### src/rtl/sorted_memory.sv
// Sorted memory responder for the binary search engine.
// Holds up to memory_size unsigned values in ascending order. Values are added
// through a valid/ready port, and an insertion sort moves larger entries up by
// one slot per cycle. Slots that hold no value read as all-ones, so a search
// over the full address range still works when the memory is only partly filled.
//
// state | meaning
// IDLE  | waiting for an insert; ins_ready is high unless the memory is full
// SHIFT | insertion in progress; one entry moves up one slot per cycle
module sorted_memory #(
    parameter int number_size = 8,
    parameter int index_size  = 4,
    parameter int memory_size = 16
) (
    input  logic                   clk,
    input  logic                   rst,
    input  logic                   ins_valid,
    input  logic [number_size-1:0] ins_data,
    output logic                   ins_ready,
    input  logic                   clear,
    input  logic [index_size-1:0]  read_address,
    output logic [number_size-1:0] read_data,
    output logic [index_size:0]    count,
    output logic                   full,
    output logic                   busy
);

    typedef enum logic {
        IDLE  = 1'b0,
        SHIFT = 1'b1
    } state_t;

    localparam logic [number_size-1:0] ALL_ONES = '1;
    localparam logic [index_size:0]    MEM_SIZE = (index_size + 1)'(memory_size);

    state_t                 state_q, state_d;
    logic [number_size-1:0] mem_q [memory_size];
    logic [number_size-1:0] mem_d [memory_size];
    logic [index_size:0]    ptr_q, ptr_d;
    logic [index_size:0]    count_q, count_d;
    logic [number_size-1:0] new_val_q, new_val_d;
    logic [number_size-1:0] prev_val;

    assign count     = count_q;
    assign full      = (count_q == MEM_SIZE);
    assign busy      = (state_q == SHIFT);
    assign ins_ready = (state_q == IDLE) && !full && !clear;

    // Combinational read port; out-of-range addresses fall through to all-ones
    always_comb begin
        read_data = ALL_ONES;
        for (int i = 0; i < memory_size; i++) begin
            if (read_address == index_size'(i)) begin
                read_data = mem_q[i];
            end
        end
    end

    // Entry just below the insertion pointer, the one compared against new_val
    always_comb begin
        prev_val = ALL_ONES;
        for (int i = 0; i < memory_size; i++) begin
            if (ptr_q == (index_size + 1)'(i + 1)) begin
                prev_val = mem_q[i];
            end
        end
    end

    // Next-state logic: clear overrides both accepting and shifting
    always_comb begin
        state_d   = state_q;
        ptr_d     = ptr_q;
        count_d   = count_q;
        new_val_d = new_val_q;
        mem_d     = mem_q;
        if (clear) begin
            state_d = IDLE;
            count_d = '0;
            for (int i = 0; i < memory_size; i++) begin
                mem_d[i] = ALL_ONES;
            end
        end else begin
            case (state_q)
                IDLE: begin
                    if (ins_valid && ins_ready) begin
                        new_val_d = ins_data;
                        ptr_d     = count_q;
                        state_d   = SHIFT;
                    end
                end
                SHIFT: begin
                    // Stop on "<=" so the new value lands after equal entries
                    if ((ptr_q == '0) || (prev_val <= new_val_q)) begin
                        for (int i = 0; i < memory_size; i++) begin
                            if (ptr_q == (index_size + 1)'(i)) begin
                                mem_d[i] = new_val_q;
                            end
                        end
                        count_d = count_q + 1'b1;
                        state_d = IDLE;
                    end else begin
                        for (int i = 0; i < memory_size; i++) begin
                            if (ptr_q == (index_size + 1)'(i)) begin
                                mem_d[i] = prev_val;
                            end
                        end
                        ptr_d = ptr_q - 1'b1;
                    end
                end
                default: state_d = IDLE;
            endcase
        end
    end

    // State, pointer, count and storage registers
    always_ff @(posedge clk or negedge rst) begin
        if (!rst) begin
            state_q   <= IDLE;
            ptr_q     <= '0;
            count_q   <= '0;
            new_val_q <= '0;
            for (int i = 0; i < memory_size; i++) begin
                mem_q[i] <= ALL_ONES;
            end
        end else begin
            state_q   <= state_d;
            ptr_q     <= ptr_d;
            count_q   <= count_d;
            new_val_q <= new_val_d;
            mem_q     <= mem_d;
        end
    end

endmodule

### config.mk
export PLATFORM = sky130hd
export DESIGN_NAME = sorted_memory
export DESIGN_NICKNAME = d
export VERILOG_FILES = /design/src/rtl/sorted_memory.sv
export SDC_FILE = /design/constraint.sdc
export NUM_CORES = 1
export LEC_CHECK = 0
export BUFFER_PORTS_ARGS = -buffer_cell sky130_fd_sc_hd__buf_4
export CORE_ASPECT_RATIO = 2
export CORE_MARGIN = 2
export CORE_UTILIZATION = 50
export DETAILED_ROUTE_END_ITERATION = 8
export GPL_TIMING_DRIVEN = 1
export PLACE_DENSITY = 0.63
export SYNTH_ARGS = -nofsm -noshare
export SYNTH_HDL_FRONTEND = slang
export SYNTH_SLANG_ARGS = --single-unit
### constraint.sdc
create_clock -name clk -period 7.8 [get_ports clk]
set_input_delay 0.78 -clock clk [delete_from_list [all_inputs] [get_ports clk]]
set_output_delay 0.78 -clock clk [all_outputs]
set_load 0.005 [all_outputs]
==> metrics.md, run 1 <==
| Metric | Value |
|---|---|
| Outcome | `finished clean` |
| Top cells by count, synth | `dfstp_2 (128), a21oi_1 (110), nand2_1 (105)` |
| Crit Path Class | `reg2reg` |
| Setup crit end | `mem_q[36]` |
| Worst r2r dst | `mem_q[36]` |
| Number of buffers created by CTS | `17` |
| Critical Path Source | `ptr_q[3]` |
| Critical path, cell by cell | `or3b_1 > o32ai_1 > nor3_1 > a221o_1 > or2_2 > ha_1 > nand4_1 > or2_2 > nand3_1 > nand2_2 > a211oi_2 > o21ai_0` |
| Chip width | `104 um` |
| # resized after CTS | `0` |
| Total of max-cap violations | `0` |
| Post-synth EDFFs | `0` |
| Slew Viols, Final | `0` |
| Via count of the routed design | `roughly 9600` |
| Area share of the largest cell type after synthesis | `0.337` |
| Drt drc | `0` |
| Die ar. | `21200 um^2` |
| Mapped Cells | `1141` |
| CP max stage delay | `between 1 and 1.5 ns` |
| Syn Area/Cell | `~8.7 um^2` |
| Root buffer cell | `clkbuf_16` |
| YS warnings | `0` |
| Max_slew headroom | `0.209` |
| Worst hold slack | `0.350 ns` |
| Worst Path Buf+Inv | `0` |
| Worst-skew pair later-pin latency | `around 0.46 ns` |
| Post-Syn Nets | `1172` |
| CTS Sinks | `147` |
| Routed len/inst | `27.5 um` |
| I/O Pins | `32` |
| Slowest-stage cell, CP | `a211oi_2` |
| Final setup vio count | `0` |
| Share of layout cells above drive strength 1 | `0.233` |
| Synth Register Bits | `147` |
| Largest net degree at the start of global routing | `85` |
| HP Class | `in2async` |
| Clock transition at the registers of the reported paths | `roughly 0.06 ns` |
| R2R setup slack | `1.61 ns` |
| Pleak | `3.91 nW` |
| Drt first pass iters | `6` |
| Worst Skew | `0.0117 ns` |
| HPWL after DPL | `26300 um` |
| GRT Residual Overflow | `0` |
| Reg2reg path depth | `12` |
| Hold_buf cts | `0` |
| Final #Nets | `1135` |
| Vias in the first global route | `9576` |
| Dpl cells | `approximately 1300` |
| Cell Count, Final, Fillers Out | `1379` |
| RSZ-0062 raised after global routing | `no` |
| Max clock buf depth | `2` |
| Crit path max-delay family | `simple AND/OR/NAND/NOR gates` |
| Vias per cell | `approximately 7` |
| CTS tree | `yes` |
| Cell taking the most area after synthesis | `dfstp_2` |
| Peak supply drop | `0.000271 V` |
| Htree depth | `4` |
| Worst r2r src | `ptr_q[3]` |
| Buffers added on ports | `31` |
| Critical Path Sink Type | `register` |
| Initial Utilization | `0.506` |
| Req. time, crit path | `8.13 ns` |
| Pwr dens | `330 nW/um^2` |
| Initial antenna violation count | `0` |
| Top-count cell post-synth | `dfstp_2` |
| First-pass GRT wire length | `58200 um` |
| Final period util | `0.794` |
| Ys flop type | `dfstp_2` |
| Sequential area share after synthesis | `0.385` |
| GPL Wtd Cong | `1.00` |
| Final hold vios | `0` |
| CP most frequent cell | `or2_2` |
| FP Rows | `73` |
| Total GRT Usage | `0.368` |
| Die Y | `204 um` |
| Number of setup buffers added after CTS | `0` |
| Area growth, synth to finish | `7.56%` |
| Slew @ Worst Pin | `1.18 ns` |
| Antenna viol nets, final | `0` |
| Floorplan core area | `slightly below 20000 um^2` |
| Post-synth ARST share | `1.00` |
| Startpoint types | `register` |
| Post-route minimum period | `6.19 ns` |
| Top cells by area, synth | `dfstp_2 (34%), a21oi_1 (5.5%), dfrtp_1 (4.8%), o21ai_0 (4.2%), nand2_1 (3.9%)` |
| Total stage count of the critical path | `12` |
| FMAX | `roughly 160 MHz` |
| CP Data Arrival Time | `6.52 ns` |
| Antenna diodes | `0` |
| Drt total wl | `38000 um` |
| Setup_tns | `0 ns` |
| Mapped cell area | `9980 um^2` |
| Fill cell count | `about 1900` |
| Maximum fanout along the worst path | `36` |
| Distinct cells, synth | `89` |
| DRT iter0 DRCs | `1174` |
[metal layers]
| metal | global-route usage | up-vias | wire [um] |
|---|---|---|---|
| met5 | 0 | - | 0 |
| met4 | 0.319 | 0 | 3670 |
| met3 | 0.0679 | 195 | 2440 |
| met2 | 0.605 | 534 | 18500 |
| met1 | 0.406 | 4682 | 13400 |
| li1 | - | 4208 | - |
[per-stage QoR]
stage / instance area [um^2] / util / power (mW) / setup slack, ns
5_1_grt: 10700 / 0.544 / 3.68 / 1.25
4_1_cts: 10700 / 0.544 / 3.49 / 1.83
3_3_place_gp: 10100 / 0.513 / 2.60 / 1.92
3_5_place_dp: 10100 / 0.513 / 2.61 / 1.82
6_report: 10700 / 0.544 / 3.54 / 1.61
2_1_floorplan: 9980 / - / 2.13 / 3.69
[final cells by class]
type	count	area (um^2)	share of cell area
clock buffer	24	503	0.0468
clock inverter	8	121	0.0113
inverter	35	131	0.0122
multi-input combinational	857	5470	0.509
sequential	147	3840	0.357
tap	262	328	0.0305
timing repair buffer	46	349	0.0325
[placed cells by master, fill, tap and decap left out, types with 12 or more instances in the layout]
cell,count
o21ai_0,83
a211oi_1,23
buf_4,45
o22ai_1,23
mux2_2,14
clkbuf_16,18
nor2_1,74
nor2b_1,20
inv_1,34
a31oi_1,42
mux2i_1,13
o211ai_1,17
a21oi_1,110
a221oi_1,12
nand2b_1,20
ha_1,12
dfrtp_1,19
dfstp_2,128
nand3_1,29
nand2_1,105
o21ai_1,33
o32ai_1,20
nor3_1,37
[registers in the layout, indices dropped and copies added (netlist names)]
signal / flops
busy: 1
ptr_q: 5
count: 5
new_val_q: 8
mem_q: 128
[how the worst min path moves through the flow]
stage | startpoint | end | slack (ns) | cells past startpoint
after CTS | rst | new_val_q[3] | 0.37 | 1
after floorplan | rst | busy | 0.48 | 0
after detailed placement | new_val_q[6] | new_val_q[6] | 0.50 | 1
final | rst | new_val_q[3] | 0.35 | 1
after global routing | rst | new_val_q[3] | 0.40 | 1
after global placement | new_val_q[6] | new_val_q[6] | 0.49 | 1
[report_power, final]
group	leakage, nW	switching (mW)	total [mW]	internal, mW
logic	2.02	1.27	1.74	0.467
clock network	0.305	0.337	0.883	0.546
registers	1.59	0.106	0.918	0.812
[kinds of logic after synthesis]
group | Yosys count | synth area share
buffers and inverters | 137 | 0.0687
muxes | 38 | 0.0536
DFF | 147 | 0.385
and+or+nand+nor | 358 | 0.184
adders and majority gates | 15 | 0.0188
AOI/OAI and AO/OA | 443 | 0.288
xor gates and xnor gates | 3 | 0.00263
No activity file was read; power rests on OpenSTA's default activity.
==> run 2: changes to the inputs <==
--- a/config.mk
+++ b/config.mk
@@ -11,7 +11,7 @@
 export CORE_UTILIZATION = 50
 export DETAILED_ROUTE_END_ITERATION = 8
 export GPL_TIMING_DRIVEN = 1
-export PLACE_DENSITY = 0.63
+export PLACE_DENSITY = 0.66
 export SYNTH_ARGS = -nofsm -noshare
 export SYNTH_HDL_FRONTEND = slang
 export SYNTH_SLANG_ARGS = --single-unit
==> constraint.sdc (replaced) <==
create_clock -name clk -period 5.6 [get_ports clk]
set_input_delay 0.56 -clock clk [delete_from_list [all_inputs] [get_ports clk]]
set_output_delay 0.56 -clock clk [all_outputs]
set_load 0.005 [all_outputs]
==> metrics.md, run 2 (synthesized netlist as in run 1, its figures left out) <==
| Metric | Value |
|---|---|
| Top reg by flops | `mem_q` |
| Pleak | `3.99 nW (+1.9%)` |
| Hold_buf cts | `0 (unchanged)` |
| Buffers added on ports | `31 (unchanged)` |
| Post-route minimum period | `5.03 ns (-1.16 ns)` |
| Vias in the first global route | `9464 (-1.2%)` |
| FMAX | `199 MHz (+23%)` |
| RSZ-0062 raised after global routing | `no` |
| Worst-skew pair later-pin latency | `0.46 ns (about the same)` |
| I/O Pins | `32 (unchanged)` |
| Top flop regs | `mem_q x128, new_val_q x8` |
| Req. time, crit path | `5.98 ns (-2.15 ns)` |
| Cell Count, Final, Fillers Out | `1397 (+1.3%)` |
| Floorplan core area | `19700 um^2 (unchanged)` |
| Dpl cells | `1366 (+1.4%)` |
| Die ar. | `21200 um^2 (unchanged)` |
| Drt drc | `0 (unchanged)` |
| HPWL after DPL | `26500 um (+0.83%)` |
| Antenna viol nets, final | `0 (unchanged)` |
| Largest net degree at the start of global routing | `93 (+9.4%)` |
| Root buffer cell | `clkbuf_16` |
| DRT iter0 DRCs | `954 (-19%)` |
| Startpoint types | `register` |
| Pwr dens | `460 nW/um^2 (+40%)` |
| GRT Residual Overflow | `0 (unchanged)` |
| Worst Skew | `0.00897 ns (-0.00268 ns)` |
| Initial Utilization | `0.506 (unchanged)` |
| Via count of the routed design | `9637 (+0.19%)` |
| Critical path, cell by cell | `nor3b_2 > buf_4 > nand2_1 > o21ai_0 > nor2b_1 > o21a_1 > ha_1 > nand4_1 > or2_2 > and3_1 > nor2_4 > nand2_1 > a41oi_1` |
| CP max stage delay | `0.80 ns (-0.35 ns)` |
| Chip width | `104 um (unchanged)` |
| Critical Path Sink Type | `register` |
| Routed len/inst | `27.0 um (-1.8%)` |
| Outcome | `finished clean` |
| CP most frequent cell | `nand2_1` |
| Commonest non-fill, non-tap cells in the layout | `dfstp_2 (128), a21oi_1 (110), nand2_1 (105)` |
| Clock transition at the registers of the reported paths | `0.06 ns (about the same)` |
| Final setup vio count | `0 (unchanged)` |
| Most common cell after layout, fill and taps aside | `dfstp_2` |
| Vias per cell | `6.90 (-1.1%)` |
| Share of layout cells above drive strength 1 | `0.246 (+0.0130)` |
| Htree depth | `4 (unchanged)` |
| Peak supply drop | `0.000252 V (-7.1%)` |
| CTS tree | `yes` |
| GPL Wtd Cong | `1.01 (+1.0%)` |
| Max FFs per register | `128 (unchanged)` |
| Final #Nets | `1154 (+1.7%)` |
| CP Data Arrival Time | `5.41 ns (-1.11 ns)` |
| First-pass GRT wire length | `57800 um (-0.68%)` |
| Antenna diodes | `0 (unchanged)` |
| # resized after CTS | `0 (unchanged)` |
| Slew Viols, Final | `0 (unchanged)` |
| Max clock buf depth | `2 (unchanged)` |
| CTS Sinks | `147 (unchanged)` |
| Number of setup buffers added after CTS | `0 (unchanged)` |
| Drt first pass iters | `5 (-1)` |
| Final hold vios | `0 (unchanged)` |
| Area growth, synth to finish | `8.66%` |
| Total GRT Usage | `0.365 (-0.00297)` |
| Maximum fanout along the worst path | `18 (-50%)` |
| Total of max-cap violations | `0 (unchanged)` |
| Initial antenna violation count | `0 (unchanged)` |
| Number of buffers created by CTS | `17 (unchanged)` |
| Die Y | `204 um (unchanged)` |
| HP Class | `in2async` |
| Final period util | `0.898 (+0.105)` |
| Drt total wl | `37800 um (-0.48%)` |
| FP Rows | `73 (unchanged)` |
| Slew @ Worst Pin | `1.04 ns (-0.143 ns)` |
| Crit Path Class | `reg2reg` |
| Max_slew headroom | `0.303 (+0.0938)` |
| Slowest-stage cell, CP | `dfrtp_1` |
| Setup_tns | `0 ns (unchanged)` |
-- run 2: cell count changes in the layout (fill, tap and decap cells not counted), sizes merged --
cell,delta
clkinv,+2
buf,+19
bufinv,-1
clkbuf,-2
-- run 2: critical path: cells and delay by family, from the launching register on --
| kind | cells | cell delay (ns) |
|---|---|---|
| AO/OA/AOI/OAI | 3 | 1.24 |
| AND/OR/NAND/NOR | 8 | 2.27 |
| adder cells (fa/ha/maj) | 1 | 0.33 |
| flip-flops | 1 | 0.80 |
| buffers and inverters | 1 | 0.29 |
-- run 2: metrics by stage --
stage,power (mW),setup slack [ns],hold slack (ns),cell area [um^2],util
2_1_floorplan,2.96,1.49,0.264,9980,-
3_3_place_gp,3.77,0.791,0.490,10300,0.520
3_5_place_dp,3.78,0.783,0.492,10300,0.520
4_1_cts,4.93,0.754,0.221,10800,0.550
5_1_grt,5.18,0.412,0.250,10800,0.550
6_report,4.99,0.569,0.174,10800,0.550
-- run 2: report_power, final --
group | internal, mW | leakage, nW | switching (mW) | total (mW)
clock network | 0.685 | 0.286 | 0.459 | 1.14
logic | 0.774 | 2.12 | 1.85 | 2.63
registers | 1.13 | 1.59 | 0.0888 | 1.22
-- run 2: area by class of cell --
| class | instances | area (um^2) |
|---|---|---|
| repair buffers | 65 | 504 |
| inverters | 35 | 131 |
| flip-flops and latches | 147 | 3840 |
| well taps | 262 | 328 |
| clock inverters | 9 | 105 |
| clock buffers | 22 | 474 |
| fillers | 1946 | 8880 |
| multi-input cells | 857 | 5470 |
-- run 2: path summary, 6_finish.rpt --
path | end | slack (ns) | start | cells after the start
min in group clk | new_val_q[0] | 0.33 | ins_data[0] | 2
max in group asynchronous | mem_q[51] | 4.19 | rst | 2
worst max-delay path | mem_q[7] | 0.57 | ptr_q[3] | 13
worst min register to register | new_val_q[2] | 0.50 | new_val_q[2] | 1
worst max register to register | mem_q[7] | 0.57 | ptr_q[3] | 13
worst min-delay path | count[2] | 0.17 | rst | 1
-- run 2: layer usage --
layer	share of wire	track usage	up-vias
met5	0	0	-
met4	0.089	0.296	0
met3	0.071	0.0673	177
met2	0.49	0.613	529
met1	0.35	0.400	4678
li1	-	-	4253
==> run 3: changes to the inputs <==
--- a/config.mk
+++ b/config.mk
@@ -5,7 +5,7 @@
 export SDC_FILE = /design/constraint.sdc
 export NUM_CORES = 1
 export LEC_CHECK = 0
-export BUFFER_PORTS_ARGS = -buffer_cell sky130_fd_sc_hd__buf_4
+export BUFFER_PORTS_ARGS = -buffer_cell sky130_fd_sc_hd__buf_2
 export CORE_ASPECT_RATIO = 2
 export CORE_MARGIN = 2
 export CORE_UTILIZATION = 50
==> metrics.md, run 3 (synthesized netlist as in run 1, its figures left out) <==
| Metric | Value |
|---|---|
| Outcome | `finished clean` |
| # resized after CTS | `0 (unchanged)` |
| Setup crit end | `mem_q[127]` |
| Worst r2r dst | `mem_q[127]` |
| Antenna viol nets, final | `0 (unchanged)` |
| Setup_tns | `0 ns (unchanged)` |
| Pleak | `4.02 nW (+0.84%)` |
| Max FFs per register | `128 (unchanged)` |
| Total of max-cap violations | `0 (unchanged)` |
| Max_slew headroom | `0.188 (-0.115)` |
| Worst r2r src | `ptr_q[1]` |
| Final #Nets | `1160 (+0.52%)` |
| Initial Utilization | `0.506 (unchanged)` |
| Htree depth | `4 (unchanged)` |
| RSZ-0062 raised after global routing | `no` |
| Top reg by flops | `mem_q` |
| Drt total wl | `38500 um (+2.0%)` |
| HPWL after DPL | `27200 um (+2.7%)` |
| Initial antenna violation count | `0 (unchanged)` |
| CP Data Arrival Time | `5.49 ns (+0.08 ns)` |
| Via count of the routed design | `9732 (+0.99%)` |
| Largest net degree at the start of global routing | `87 (-6.5%)` |
| CTS tree | `yes` |
| Drt first pass iters | `5 (unchanged)` |
| Critical path, cell by cell | `inv_1 > ha_2 > nor2b_1 > o311ai_1 > a2111oi_0 > o21ai_1 > and2_1 > ha_1 > nand4_1 > or2_2 > and3_1 > nor2_4 > nand2_1 > o211ai_1` |
| Hold_buf cts | `0 (unchanged)` |
| Chip width | `104 um (unchanged)` |
| Root buffer cell | `clkbuf_16` |
| Top flop regs | `mem_q x128, new_val_q x8` |
| Critical Path Source | `ptr_q[1]` |
| Clock transition at the registers of the reported paths | `0.06 ns (about the same)` |
| I/O Pins | `32 (unchanged)` |
| Floorplan core area | `19700 um^2 (unchanged)` |
| Slew @ Worst Pin | `1.19 ns (+0.147 ns)` |
| Crit Path Class | `reg2reg` |
| Critical Path Sink Type | `register` |
| Number of setup buffers added after CTS | `0 (unchanged)` |
| R2R setup slack | `0.48 ns (-0.09 ns)` |
| Most common cell after layout, fill and taps aside | `dfstp_2` |
| Commonest non-fill, non-tap cells in the layout | `dfstp_2 (128), a21oi_1 (110), nand2_1 (105)` |
| Final hold vios | `0 (unchanged)` |
| Worst Skew | `0.00832 ns (-0.000652 ns)` |
| Total power | `5.19 mW (+4.1%)` |
| Register area | `3840 um^2 (unchanged)` |
| Post-route minimum period | `5.12 ns (+0.0868 ns)` |
| Buffers added on ports | `31 (unchanged)` |
| Area growth, synth to finish | `9.06%` |
| Number of buffers created by CTS | `17 (unchanged)` |
| Slew Viols, Final | `0 (unchanged)` |
| Slowest-stage cell, CP | `a2111oi_0` |
| Die ar. | `21200 um^2 (unchanged)` |
| FMAX | `195 MHz (-1.7%)` |
| First-pass GRT wire length | `58400 um (+1.0%)` |
| Worst-skew pair later-pin latency | `0.46 ns (about the same)` |
| Maximum fanout along the worst path | `33 (+15)` |
| Final period util | `0.914 (+0.0155)` |
| DRT iter0 DRCs | `909 (-4.7%)` |
| Vias in the first global route | `9554 (+0.95%)` |
| Startpoint types | `register` |
| CP max stage delay | `1.03 ns (+0.23 ns)` |
| Multi-input gate area | `5470 um^2 (unchanged)` |
| Share of layout cells above drive strength 1 | `0.251 (+0.00550)` |
| Peak supply drop | `0.000314 V (+25%)` |
| Fill cell count | `1852 (-4.8%)` |
| Antenna diodes | `0 (unchanged)` |
| CTS Sinks | `147 (unchanged)` |
| Reg2reg path depth | `14 (+1)` |
| FP Rows | `73 (unchanged)` |
| Drt drc | `0 (unchanged)` |
| GPL Wtd Cong | `1.01 (-0.27%)` |
| Total GRT Usage | `0.369 (+0.00441)` |
| GRT Residual Overflow | `0 (unchanged)` |
| Req. time, crit path | `5.97 ns (about the same)` |
| Final setup vio count | `0 (unchanged)` |
| Cell Count, Final, Fillers Out | `1404 (+0.50%)` |
| Die Y | `204 um (unchanged)` |
| Dpl cells | `1372 (+0.44%)` |
| Vias per cell | `6.93 (+0.48%)` |
| HP Class | `in2async` |
| Routed len/inst | `27.5 um (+1.5%)` |
| Worst hold slack | `0.159 ns (-0.0158 ns)` |
| Pwr dens | `477 nW/um^2 (+3.7%)` |
| Max clock buf depth | `2 (unchanged)` |
## run 3: power by group
group	switching, mW	internal [mW]	leakage (nW)
sequential	0.104	1.13	1.59
combinational	1.88	0.781	2.12
clock	0.479	0.814	0.317
total	2.47	2.73	4.02
## run 3: through the flow
step                area [um^2]  worst slack, ns   util
floorplan                  9980             1.49      -
global placement          10200            0.785  0.518
detailed placement        10200            0.640  0.518
CTS                       10900            0.625  0.552
global route              10900            0.351  0.552
finish                    10900            0.483  0.552
## run 3: critical path: cells and delay by family, from the launching register on
kind	cells	cell delay (ns)
adder cells (fa/ha/maj)	2	0.94
flip-flops	1	0.41
buffers and inverters	1	0.13
AND/OR/NAND/NOR	7	1.82
AO/OA/AOI/OAI	4	1.71
## run 3: layout make-up
cell class,count,area share
clock inverter,12,0.0186
tap,262,0.0301
clock buffer,20,0.0419
timing repair buffer,71,0.0426
inverter,35,0.0121
sequential,147,0.353
multi-input combinational,857,0.502
## run 3: routing by layer
metal,global-route usage,up-vias,part of all wire
met5,0,-,0
met3,0.0832,208,0.071
met1,0.393,4686,0.34
met4,0.298,0,0.093
met2,0.625,565,0.49
li1,-,4273,-
## run 3: worst min-delay path by stage
stage	from	to
final	rst	count[2]
after global routing	rst	count[4]
after CTS	rst	count[2]
after detailed placement	new_val_q[2]	new_val_q[2]
after global placement	new_val_q[4]	new_val_q[4]
after floorplan	rst	busy
